$ cat config.mk
export PLATFORM = sky130hd
export DESIGN_NAME = ws_frame_sequencer
export DESIGN_NICKNAME = d
export VERILOG_FILES = /design/src/rtl/ws_frame_sequencer.sv
export SDC_FILE = /design/constraint.sdc
export NUM_CORES = 1
export LEC_CHECK = 0
export BUFFER_PORTS_ARGS = -buffer_cell sky130_fd_sc_hd__buf_2
export CAP_MARGIN = 20
export CORE_UTILIZATION = 49
export CTS_BUF_LIST = sky130_fd_sc_hd__clkbuf_2
export DETAILED_ROUTE_END_ITERATION = 10
export PLACE_DENSITY = 0.78
export SLEW_MARGIN = 10
export SYNTH_ARGS = -nofsm -noshare
export SYNTH_HDL_FRONTEND = slang
export SYNTH_SLANG_ARGS = --single-unit
export TNS_END_PERCENT = 5
$ cat constraint.sdc
create_clock -name clockIN -period 1.6 [get_ports clockIN]
set_input_delay 0.24 -clock clockIN [delete_from_list [all_inputs] [get_ports clockIN]]
set_output_delay 0.24 -clock clockIN [all_outputs]
set_load 0.03 [all_outputs]
$ cat src/rtl/ws_frame_sequencer.sv
// ---------------------------------------------------------------------------
// ws_frame_sequencer
//
// Frame-level controller for the WS2811 output path. On an accepted start it
// walks the pixel RAM from address 0 to PIXEL_COUNT-1. Each raw 24-bit word is
// offered to the colour-swap stage and serializer over a valid/ready handshake.
// After the last pixel the line is held idle for LATCH_CYCLES clocks. Then a
// one-cycle frame-done pulse is raised.
//
// Optional feature macro: WS_AUTO_REFRESH_EN
//   undefined : one frame per accepted startIN, then back to IDLE.
//   defined   : after DONE the sequencer restarts at pixel 0 by itself. It
//               recaptures the colour order and keeps busyOUT high. Frames
//               repeat until resetIN.
//
// Ports
//   clockIN        in   system clock
//   resetIN        in   synchronous, active-high reset
//   startIN        in   frame start request (sampled in IDLE only)
//   swapCfgIN      in   colour order code, captured at frame start
//   ramAddrOUT     out  pixel RAM read address (registered)
//   ramDataIN      in   pixel RAM read data, one-cycle registered latency
//   pixelDataOUT   out  raw pixel to colour-swap input
//   swapOUT        out  colour order code, frozen for the frame
//   pixelValidOUT  out  pixelDataOUT valid
//   pixelReadyIN   in   serializer accepts pixel
//   busyOUT        out  frame in progress (FETCH..LATCH)
//   frameDoneOUT   out  one-cycle pulse at end of latch period
// ---------------------------------------------------------------------------
module ws_frame_sequencer #(
  parameter int PIXEL_COUNT  = 64,
  parameter int ADDR_WIDTH   = 6,
  parameter int LATCH_CYCLES = 2500
) (
  input  logic                  clockIN,
  input  logic                  resetIN,
  input  logic                  startIN,
  input  logic [2:0]            swapCfgIN,
  output logic [ADDR_WIDTH-1:0] ramAddrOUT,
  input  logic [23:0]           ramDataIN,
  output logic [23:0]           pixelDataOUT,
  output logic [2:0]            swapOUT,
  output logic                  pixelValidOUT,
  input  logic                  pixelReadyIN,
  output logic                  busyOUT,
  output logic                  frameDoneOUT
);

  localparam int LCW = (LATCH_CYCLES > 1) ? $clog2(LATCH_CYCLES) : 1;
  localparam logic [ADDR_WIDTH-1:0] LAST_IDX   = ADDR_WIDTH'(PIXEL_COUNT - 1);
  localparam logic [LCW-1:0]        LAST_LATCH = LCW'(LATCH_CYCLES - 1);

  typedef enum logic [2:0] {
    S_IDLE    = 3'd0,
    S_FETCH   = 3'd1,
    S_WAIT    = 3'd2,
    S_PRESENT = 3'd3,
    S_LATCH   = 3'd4,
    S_DONE    = 3'd5
  } state_t;

  state_t                state_q,     state_d;
  logic [ADDR_WIDTH-1:0] idx_q,       idx_d;
  logic [ADDR_WIDTH-1:0] ram_addr_q,  ram_addr_d;
  logic [23:0]           pix_data_q,  pix_data_d;
  logic [2:0]            swap_q,      swap_d;
  logic                  pix_valid_q, pix_valid_d;
  logic                  busy_q,      busy_d;
  logic                  done_q,      done_d;
  logic [LCW-1:0]        latch_cnt_q, latch_cnt_d;

  // -------------------------------------------------------------------------
  // Next-state logic. All outputs are registered. Every output change is
  // computed here alongside the state transition that causes it.
  // -------------------------------------------------------------------------
  always_comb begin
    state_d     = state_q;
    idx_d       = idx_q;
    ram_addr_d  = ram_addr_q;
    pix_data_d  = pix_data_q;
    swap_d      = swap_q;
    pix_valid_d = pix_valid_q;
    busy_d      = busy_q;
    done_d      = 1'b0;
    latch_cnt_d = latch_cnt_q;

    case (state_q)
      S_IDLE: begin
        if (startIN) begin
          swap_d  = swapCfgIN;
          idx_d   = '0;
          busy_d  = 1'b1;
          state_d = S_FETCH;
        end
      end

      // The address is registered on leaving FETCH. The RAM registers its
      // output on leaving WAIT. The word is then stable on ramDataIN during
      // the first PRESENT cycle.
      S_FETCH: begin
        ram_addr_d = idx_q;
        state_d    = S_WAIT;
      end

      S_WAIT: begin
        state_d = S_PRESENT;
      end

      // The first PRESENT cycle loads the word and raises valid. While valid
      // is high the data register is left untouched, so backpressure holds
      // it stable. No prefetch: the next pixel is fetched only after this
      // one is accepted.
      S_PRESENT: begin
        if (!pix_valid_q) begin
          pix_data_d  = ramDataIN;
          pix_valid_d = 1'b1;
        end else if (pixelReadyIN) begin
          pix_valid_d = 1'b0;
          if (idx_q == LAST_IDX) begin
            latch_cnt_d = '0;
            state_d     = S_LATCH;
          end else begin
            idx_d   = idx_q + ADDR_WIDTH'(1);
            state_d = S_FETCH;
          end
        end
      end

      // Line held idle for LATCH_CYCLES clocks. The done pulse is raised on
      // the transition into DONE, so it lines up with the DONE cycle.
      S_LATCH: begin
        if (latch_cnt_q == LAST_LATCH) begin
          latch_cnt_d = '0;
          done_d      = 1'b1;
`ifdef WS_AUTO_REFRESH_EN
          busy_d      = 1'b1;
`else
          busy_d      = 1'b0;
`endif
          state_d     = S_DONE;
        end else begin
          latch_cnt_d = latch_cnt_q + LCW'(1);
        end
      end

      S_DONE: begin
`ifdef WS_AUTO_REFRESH_EN
        // Free-running refresh: restart the frame with a fresh colour order.
        swap_d  = swapCfgIN;
        idx_d   = '0;
        state_d = S_FETCH;
`else
        state_d = S_IDLE;
`endif
      end

      default: begin
        state_d     = S_IDLE;
        pix_valid_d = 1'b0;
        busy_d      = 1'b0;
      end
    endcase
  end

  // -------------------------------------------------------------------------
  // State and output registers. A reset in any state returns to IDLE with
  // every output low, so an aborted frame never produces a done pulse.
  // -------------------------------------------------------------------------
  always_ff @(posedge clockIN) begin
    if (resetIN) begin
      state_q     <= S_IDLE;
      idx_q       <= '0;
      ram_addr_q  <= '0;
      pix_data_q  <= '0;
      swap_q      <= '0;
      pix_valid_q <= 1'b0;
      busy_q      <= 1'b0;
      done_q      <= 1'b0;
      latch_cnt_q <= '0;
    end else begin
      state_q     <= state_d;
      idx_q       <= idx_d;
      ram_addr_q  <= ram_addr_d;
      pix_data_q  <= pix_data_d;
      swap_q      <= swap_d;
      pix_valid_q <= pix_valid_d;
      busy_q      <= busy_d;
      done_q      <= done_d;
      latch_cnt_q <= latch_cnt_d;
    end
  end

  assign ramAddrOUT    = ram_addr_q;
  assign pixelDataOUT  = pix_data_q;
  assign swapOUT       = swap_q;
  assign pixelValidOUT = pix_valid_q;
  assign busyOUT       = busy_q;
  assign frameDoneOUT  = done_q;

endmodule

==> results of run 1 <==
==> final timing paths <==
check	depth (start not counted)	start	to	slack (ps)
hold / removal	3	swapCfgIN[2]	swapOUT[2]	30
setup / recovery	7	latch_cnt_q[1]	latch_cnt_q[11]	20
hold reg to reg	2	pixelDataOUT[12]	pixelDataOUT[12]	460
setup reg to reg	7	latch_cnt_q[1]	latch_cnt_q[11]	20
==> power groups by stage <==
stage	clock [mW]	combinational, mW	sequential (mW)
floorplan	0	0.166	1.57
global placement	0	0.353	1.51
detailed placement	0	0.358	1.51
CTS	1.07	0.413	1.48
global route	1.14	0.455	1.49
finish	1.05	0.425	1.48
==> state kept, by name (all words and copies together) (netlist names) <==
register       flops
ramAddrOUT         6
latch_cnt_q       12
idx_q              6
pixelDataOUT      24
frameDoneOUT       1
busyOUT            1
state_q            3
pixelValidOUT      1
swapOUT            3
==> per-stage QoR <==
step	util	setup TNS, ps
after CTS	0.713	-17.2
after floorplan	-	-16.6
after detailed placement	0.627	-35.7
after global placement	0.627	0
after global routing	0.720	-403
final	0.720	0
==> final cells by class <==
class	count	area, um^2
Tap cell	70	87.6
Timing Repair Buffer	131	893
Fill cell	394	1420
Inverter	2	7.51
Clock buffer	10	50.0
Multi-Input combinational cell	224	1380
Sequential cell	57	1150
Clock inverter	6	82.6
==> cell families after synthesis <==
group / after synthesis
AOI/OAI and AO/OA: 82
DFF: 57
buffers and inverters: 22
xor gates and xnor gates: 1
muxes: 6
adders and majority gates: 2
and+or+nand+nor: 133
==> worst max-delay path, cell delays in order (launching register included) <==
cell,delay (ps)
sky130_fd_sc_hd__dfxtp_2,390
sky130_fd_sc_hd__ha_4,140
sky130_fd_sc_hd__nor4b_4,310
sky130_fd_sc_hd__buf_4,190
sky130_fd_sc_hd__a311oi_4,100
sky130_fd_sc_hd__buf_4,170
sky130_fd_sc_hd__nand4b_1,70
sky130_fd_sc_hd__o211ai_1,80
==> cells in the mapped netlist (2+ instances only) <==
cell,n,area (um^2)
sky130_fd_sc_hd__nand2_1,70,263
sky130_fd_sc_hd__dfxtp_1,57,1140
sky130_fd_sc_hd__a21oi_1,37,185
sky130_fd_sc_hd__nand3_1,13,65.1
sky130_fd_sc_hd__nor2_1,13,48.8
sky130_fd_sc_hd__o21ai_0,9,45.0
sky130_fd_sc_hd__clkbuf_1,8,30.0
sky130_fd_sc_hd__nor3_1,7,35.0
sky130_fd_sc_hd__a211oi_1,6,45.0
sky130_fd_sc_hd__a311oi_1,6,52.6
sky130_fd_sc_hd__buf_2,6,30.0
sky130_fd_sc_hd__mux2i_1,6,60.1
sky130_fd_sc_hd__o211ai_1,5,37.5
sky130_fd_sc_hd__nor4_1,4,25.0
sky130_fd_sc_hd__and3_1,3,18.8
sky130_fd_sc_hd__nand3b_1,3,22.5
sky130_fd_sc_hd__nand4_1,3,18.8
sky130_fd_sc_hd__a211oi_2,2,25.0
sky130_fd_sc_hd__a31oi_1,2,12.5
sky130_fd_sc_hd__a41oi_1,2,17.5
sky130_fd_sc_hd__and4_1,2,17.5
sky130_fd_sc_hd__buf_1,2,7.51
sky130_fd_sc_hd__buf_4,2,15.0
sky130_fd_sc_hd__buf_6,2,22.5
sky130_fd_sc_hd__ha_1,2,25.0
sky130_fd_sc_hd__nand2b_1,2,12.5
sky130_fd_sc_hd__nand4b_1,2,17.5
sky130_fd_sc_hd__nor3b_1,2,15.0
sky130_fd_sc_hd__nor4b_4,2,47.6
sky130_fd_sc_hd__o31a_1,2,17.5
sky130_fd_sc_hd__o31ai_1,2,15.0
==> repair_timing <==
item,CTS,global route
setup endpoints to repair,12,20
hold endpoints to repair,25,0
resized for setup,8,12
hold buffers,25,0
pin swaps,2,11
setup buffers,2,1
==> routing by layer <==
metal / vias up / wire length (um) / track usage / share of wire
met2: 83 / 3620 / 0.456 / 0.50
met1: 1292 / 3140 / 0.309 / 0.43
met3: 17 / 297 / 0.0447 / 0.041
met4: 0 / 161 / 0.124 / 0.022
li1: 1343 / - / - / -
met5: - / 0 / 0 / 0
==> flow_summary_export.csv, run 1 <==
group,metric,value,unit
status,outcome,"finished, final reports clean",
final_layout,final_net_count,458,
power_and_ir_drop,clock_power_frac,0.354,
power_and_ir_drop,p_seq_frac,0.502,
floorplanning,std_cell_rows,26,
detailed_routing,route.final.wire_length,7.22,mm
final_layout,area_growth,41.5,%
critical_path,cp-end-kind,"register",
floorplanning,floorplan.initialDensity,0.509,
power_and_ir_drop,intPower,2.15,mW
sta,least_margin_pin_slew,404,ps
sta,rsz0062_at_grt,"yes",
synthesis,number_of_flops_mapped_to_enable_cells_by_yosys,0,
placed_design,dp_cells,456,
synthesis,synth.cell_area,0.00258,mm^2
detailed_routing,detail_route.first_pass.iterations,5,
sta,finalMaxSlewViolations,0,
critical_path,timing.critical_path.arrival,1920,ps
detailed_routing,initialDrtViolationCount,130,
global_route,grt_first_pass_wirelength,11.0,mm
sta,final_critical_delay_including_setup_and_external_delays,1580,ps
synthesis,synth_adder_area_share,0.00969,
sta,relSlewSlack,0.728,
global_route,grt_overflow_total,0,
clocking,cts_max_path_buffers,2,
power_and_ir_drop,vdd_ir_drop_max,0.000703,V
sta,layout_setup_ws,21.8,ps
synthesis,synth-main-ff-cell,"sky130_fd_sc_hd__dfxtp_1",
sta,clock_skew,26.4,ps
clocking,clock_pin_slew_reported_for_the_worst_setup_and_hold_paths_after_clock_tree_synthesis,160,ps
floorplanning,floorplan.die_area,0.00556,mm^2
power_and_ir_drop,switching_share,0.271,
clocking,cts.htree.levels,3,
synthesis,synth-async-reset-ratio,0,
placed_design,gp_routability_congestion,0.832,
final_layout,layout_common_cells,"sky130_fd_sc_hd__nand2_1 (70), sky130_fd_sc_hd__buf_2 (66), sky130_fd_sc_hd__dfxtp_1 (50)",
sta,achievable-frequency,0.634,GHz
clocking,cts_sinks,57,
synthesis,postSynthAreaPerCell,8.52,um^2
synthesis,synthXorXnorAreaFrac,0.00339,
placed_design,post_dp_cell_area,0.00318,mm^2
synthesis,ys_seq_elements,57,
sta,period_share,0.986,
global_route,vias_in_the_first_global_route,2497,
global_route,grt_antenna_before_repair,0,
power_and_ir_drop,design_power_total,2.95,mW
final_layout,final_cell_area,0.00365,mm^2
synthesis,synth_cell_types,50,
run,drv_cap,0,
placed_design,post-place-ws,-35.7,ps
worst_hold_path,worst_hold_path_type,"in2reg",
critical_path,worstPathMaxFanout,3,
floorplanning,die_height,74.6,um
critical_path,timing.critical_path.required,1940,ps
final_layout,commonest_non_fill_non_tap_cell_in_the_layout,"sky130_fd_sc_hd__nand2_1",
sta,fin_hold_ws,33.2,ps
clocking,tritoncts,"done",
synthesis,synth_simple_gate_area_frac,0.265,
floorplanning,dieWidth,74.6,um
clocking,clkLatencyLatePin,470,ps
final_layout,post_layout_nonfiller_instances,500,
placed_design,detailedPlacementHpwl,4.49,mm
final_layout,proportion_of_layout_cells_with_a_drive_suffix_above_1,0.342,
placed_design,buffer_ports.inserted,66,
global_route,grt_max_degree,25,
synthesis,synth_warnings,0,
detailed_routing,postRouteAntennaNets,0,
detailed_routing,via_per_inst,5.47,
synthesis,syn_inst,303,
detailed_routing,detailroute.via_count,2735,
power_and_ir_drop,total_leakage_power,1.50,nW
critical_path,path_class,"reg2reg",
detailed_routing,wire_per_inst,14.4,um
global_route,grt_use_total,0.261,
floorplanning,floorplan.io_pins,67,
floorplanning,core_area,0.00507,mm^2
power_and_ir_drop,power.combinational.fraction,0.144,
clocking,cts-buffers-inserted,9,
sta,hold_viol_final,0,
sta,report.final.setup_viol,0,
synthesis,mappedNetlistNets,336,
detailed_routing,route.detailed.drc,0,
clocking,ctsRootBufferMaster,"sky130_fd_sc_hd__clkbuf_2",
power_and_ir_drop,power.switching,799,uW
critical_path,start_kind,"register",
power_and_ir_drop,p_per_area,809,mW/mm^2
synthesis,synth.area.mux_share,0.0233,
synthesis,synth-compound-area-share,0.213,
synthesis,synth-seq-area-share,0.442,
synthesis,synth_top_family_by_area,"simple AND/OR/NAND/NOR gates",
final_layout,antenna_cells_inserted,0,
No activity file was read; power rests on OpenSTA's default activity.
==> run 2: changes to the inputs <==
--- a/config.mk
+++ b/config.mk
@@ -7,11 +7,13 @@
 export LEC_CHECK = 0
 export BUFFER_PORTS_ARGS = -buffer_cell sky130_fd_sc_hd__buf_2
 export CAP_MARGIN = 20
-export CORE_UTILIZATION = 49
+export CELL_PAD_IN_SITES_DETAIL_PLACEMENT = 1
+export CELL_PAD_IN_SITES_GLOBAL_PLACEMENT = 1
+export CORE_UTILIZATION = 36
 export CTS_BUF_LIST = sky130_fd_sc_hd__clkbuf_2
 export DETAILED_ROUTE_END_ITERATION = 10
-export PLACE_DENSITY = 0.78
-export SLEW_MARGIN = 10
+export PLACE_DENSITY_LB_ADDON = 0.1
+export SLEW_MARGIN = 25
 export SYNTH_ARGS = -nofsm -noshare
 export SYNTH_HDL_FRONTEND = slang
 export SYNTH_SLANG_ARGS = --single-unit
==> flow_summary_export.csv, run 2 (synthesis gave the netlist of run 1 again) <==
group,metric,value,unit
detailed_routing,postRouteAntennaNets,0,
critical_path,crit_start,"state_q[2]",
detailed_routing,detail_route.first_pass.iterations,4,
final_layout,nFillCells,833,
detailed_routing,initialDrtViolationCount,83,
run,drv_cap,0,
global_route,grt_first_pass_wirelength,13.1,mm
floorplanning,die_height,86.7,um
sta,layout_setup_ws,-3.36,ps
global_route,grt_overflow_total,0,
final_layout,multi_input_area,0.00141,mm^2
final_layout,final_net_count,463,
sta,finalMaxSlewViolations,0,
clocking,cts_max_path_buffers,2,
global_route,grt_antenna_before_repair,0,
global_route,vias_in_the_first_global_route,2713,
placed_design,post_dp_cell_area,0.00321,mm^2
clocking,ctsRootBufferMaster,"sky130_fd_sc_hd__clkbuf_2",
sta,hold_viol_final,0,
clocking,cts.htree.levels,3,
clocking,cts_sinks,57,
detailed_routing,route.final.wire_length,8.16,mm
final_layout,layout_common_cells,"sky130_fd_sc_hd__nand2_1 (69), sky130_fd_sc_hd__buf_2 (66), sky130_fd_sc_hd__dfxtp_1 (53)",
critical_path,worst-r2r-cell-count,6,
placed_design,detailedPlacementHpwl,5.34,mm
critical_path,path_class,"reg2reg",
detailed_routing,detailroute.via_count,2743,
final_layout,final_cell_area,0.00376,mm^2
worst_hold_path,hp-start,"swapCfgIN[2]",
sta,achievable-frequency,0.624,GHz
worst_hold_path,worst_hold_path_type,"in2reg",
power_and_ir_drop,total_leakage_power,1.51,nW
critical_path,timing.critical_path.arrival,2020,ps
power_and_ir_drop,design_power_total,2.84,mW
status,failed_checks,"negative setup slack",
clocking,cts-buffers-inserted,9,
sta,rsz0062_at_grt,"yes",
final_layout,final_util,0.547,
sta,least_margin_pin_slew,367,ps
global_route,grt_max_degree,50,
clocking,tritoncts,"done",
placed_design,dp_cells,479,
sta,period_share,1.00,
critical_path,start_kind,"register",
critical_path,timing.rr.start,"state_q[2]",
critical_path,cp-end-kind,"register",
sta,final_critical_delay_including_setup_and_external_delays,1600,ps
final_layout,area_growth,45.5,%
final_layout,largest_register_ffs,24,
critical_path,worstPathMaxFanout,7,
critical_path,timing.critical_path.required,2010,ps
floorplanning,floorplan.initialDensity,0.376,
floorplanning,floorplan.die_area,0.00751,mm^2
floorplanning,core_area,0.00687,mm^2
worst_hold_path,min_to,"swapOUT[2]",
power_and_ir_drop,vdd_ir_drop_max,0.000364,V
sta,clock_skew,25.9,ps
final_layout,post_layout_nonfiller_instances,530,
floorplanning,floorplan.io_pins,67,
final_layout,proportion_of_layout_cells_with_a_drive_suffix_above_1,0.362,
detailed_routing,wire_per_inst,15.4,um
placed_design,buffer_ports.inserted,66,
sta,report.final.setup_viol,1,
power_and_ir_drop,p_per_area,755,mW/mm^2
detailed_routing,via_per_inst,5.18,
critical_path,timing.rr.end,"latch_cnt_q[5]",
clocking,clock_pin_slew_reported_for_the_worst_setup_and_hold_paths_after_clock_tree_synthesis,180,ps
floorplanning,dieWidth,86.7,um
floorplanning,std_cell_rows,30,
detailed_routing,route.detailed.drc,0,
worst_hold_path,timing.hold.worst_path_depth,3,
status,outcome,"complete, but fails checks",
sta,relSlewSlack,0.753,
final_layout,antenna_cells_inserted,0,
critical_path,rrSetupSlack,-3,ps
clocking,clkLatencyLatePin,500,ps
placed_design,gp_routability_congestion,0.808,
final_layout,commonest_non_fill_non_tap_cell_in_the_layout,"sky130_fd_sc_hd__nand2_1",
global_route,grt_use_total,0.225,
final_layout,seqCellArea,0.00115,mm^2
-- run 2: cell count changes in the layout (fill, tap and decap cells not counted), sizes merged --
cell,change
clkinv,-1
dlygate4sd3,+1
clkbuf,-1
buf,+4
clkinvlp,+2
bufinv,-1
-- run 2: worst max-delay path by stage --
stage                            endpoint  slack [ps]  cells past startpoint
after CTS                  latch_cnt_q[5]         -10                      6
after global routing      latch_cnt_q[11]         -60                      6
final                      latch_cnt_q[5]          -3                      6
after detailed placement         idx_q[3]         -80                      5
after global placement           idx_q[3]           3                      5
after floorplan                state_q[0]         -20                      5
-- run 2: critical path, cell delays in order (launching register included) --
cell                       delay [ps]
sky130_fd_sc_hd__dfxtp_2          380
sky130_fd_sc_hd__buf_6            100
sky130_fd_sc_hd__or3b_4           400
sky130_fd_sc_hd__a311oi_4         280
sky130_fd_sc_hd__buf_6            160
sky130_fd_sc_hd__nand4_1           80
sky130_fd_sc_hd__o22ai_1          120
-- run 2: cell type report --
class,instances,share of cell area
clock buffers,9,0.0120
clock inverters,6,0.0160
inverters,2,0.00200
multi-input cells,224,0.375
flip-flops and latches,57,0.305
well taps,96,0.0320
repair buffers,136,0.258
-- run 2: power by group --
group          switching, mW  total (mW)  internal [mW]
logic                  0.256       0.449          0.192
clock network          0.563       0.906          0.343
registers             0.0246        1.48           1.46
total                  0.844        2.84           1.99
-- run 2: metrics by stage --
stage | setup WS [ps] | hold WS [ps] | setup TNS (ps)
after floorplan | -16.6 | 376 | -16.6
after global placement | 3.09 | 439 | 0
after detailed placement | -79.6 | 444 | -107
after CTS | -14.9 | 11.0 | -18.8
after global routing | -60.8 | 64.3 | -414
final | -3.36 | 36.0 | -3.36
-- run 2: repair_timing --
action | in CTS | in global routing
buffers inserted | 1 | 9
hold buffers | 26 | 0
pin swaps | 4 | 16
resized for setup | 10 | 20
endpoints found under the hold margin | 26 | 0
setup endpoints to repair | 7 | 39
-- run 2: layer usage --
layer / track usage / part of all wire / wire (um) / vias to the layer above
met3: 0.0343 / 0.031 / 257 / 11
met5: 0 / 0 / 0 / -
li1: - / - / - / 1346
met2: 0.400 / 0.51 / 4170 / 59
met4: 0.0864 / 0.015 / 124 / 0
met1: 0.273 / 0.44 / 3610 / 1327
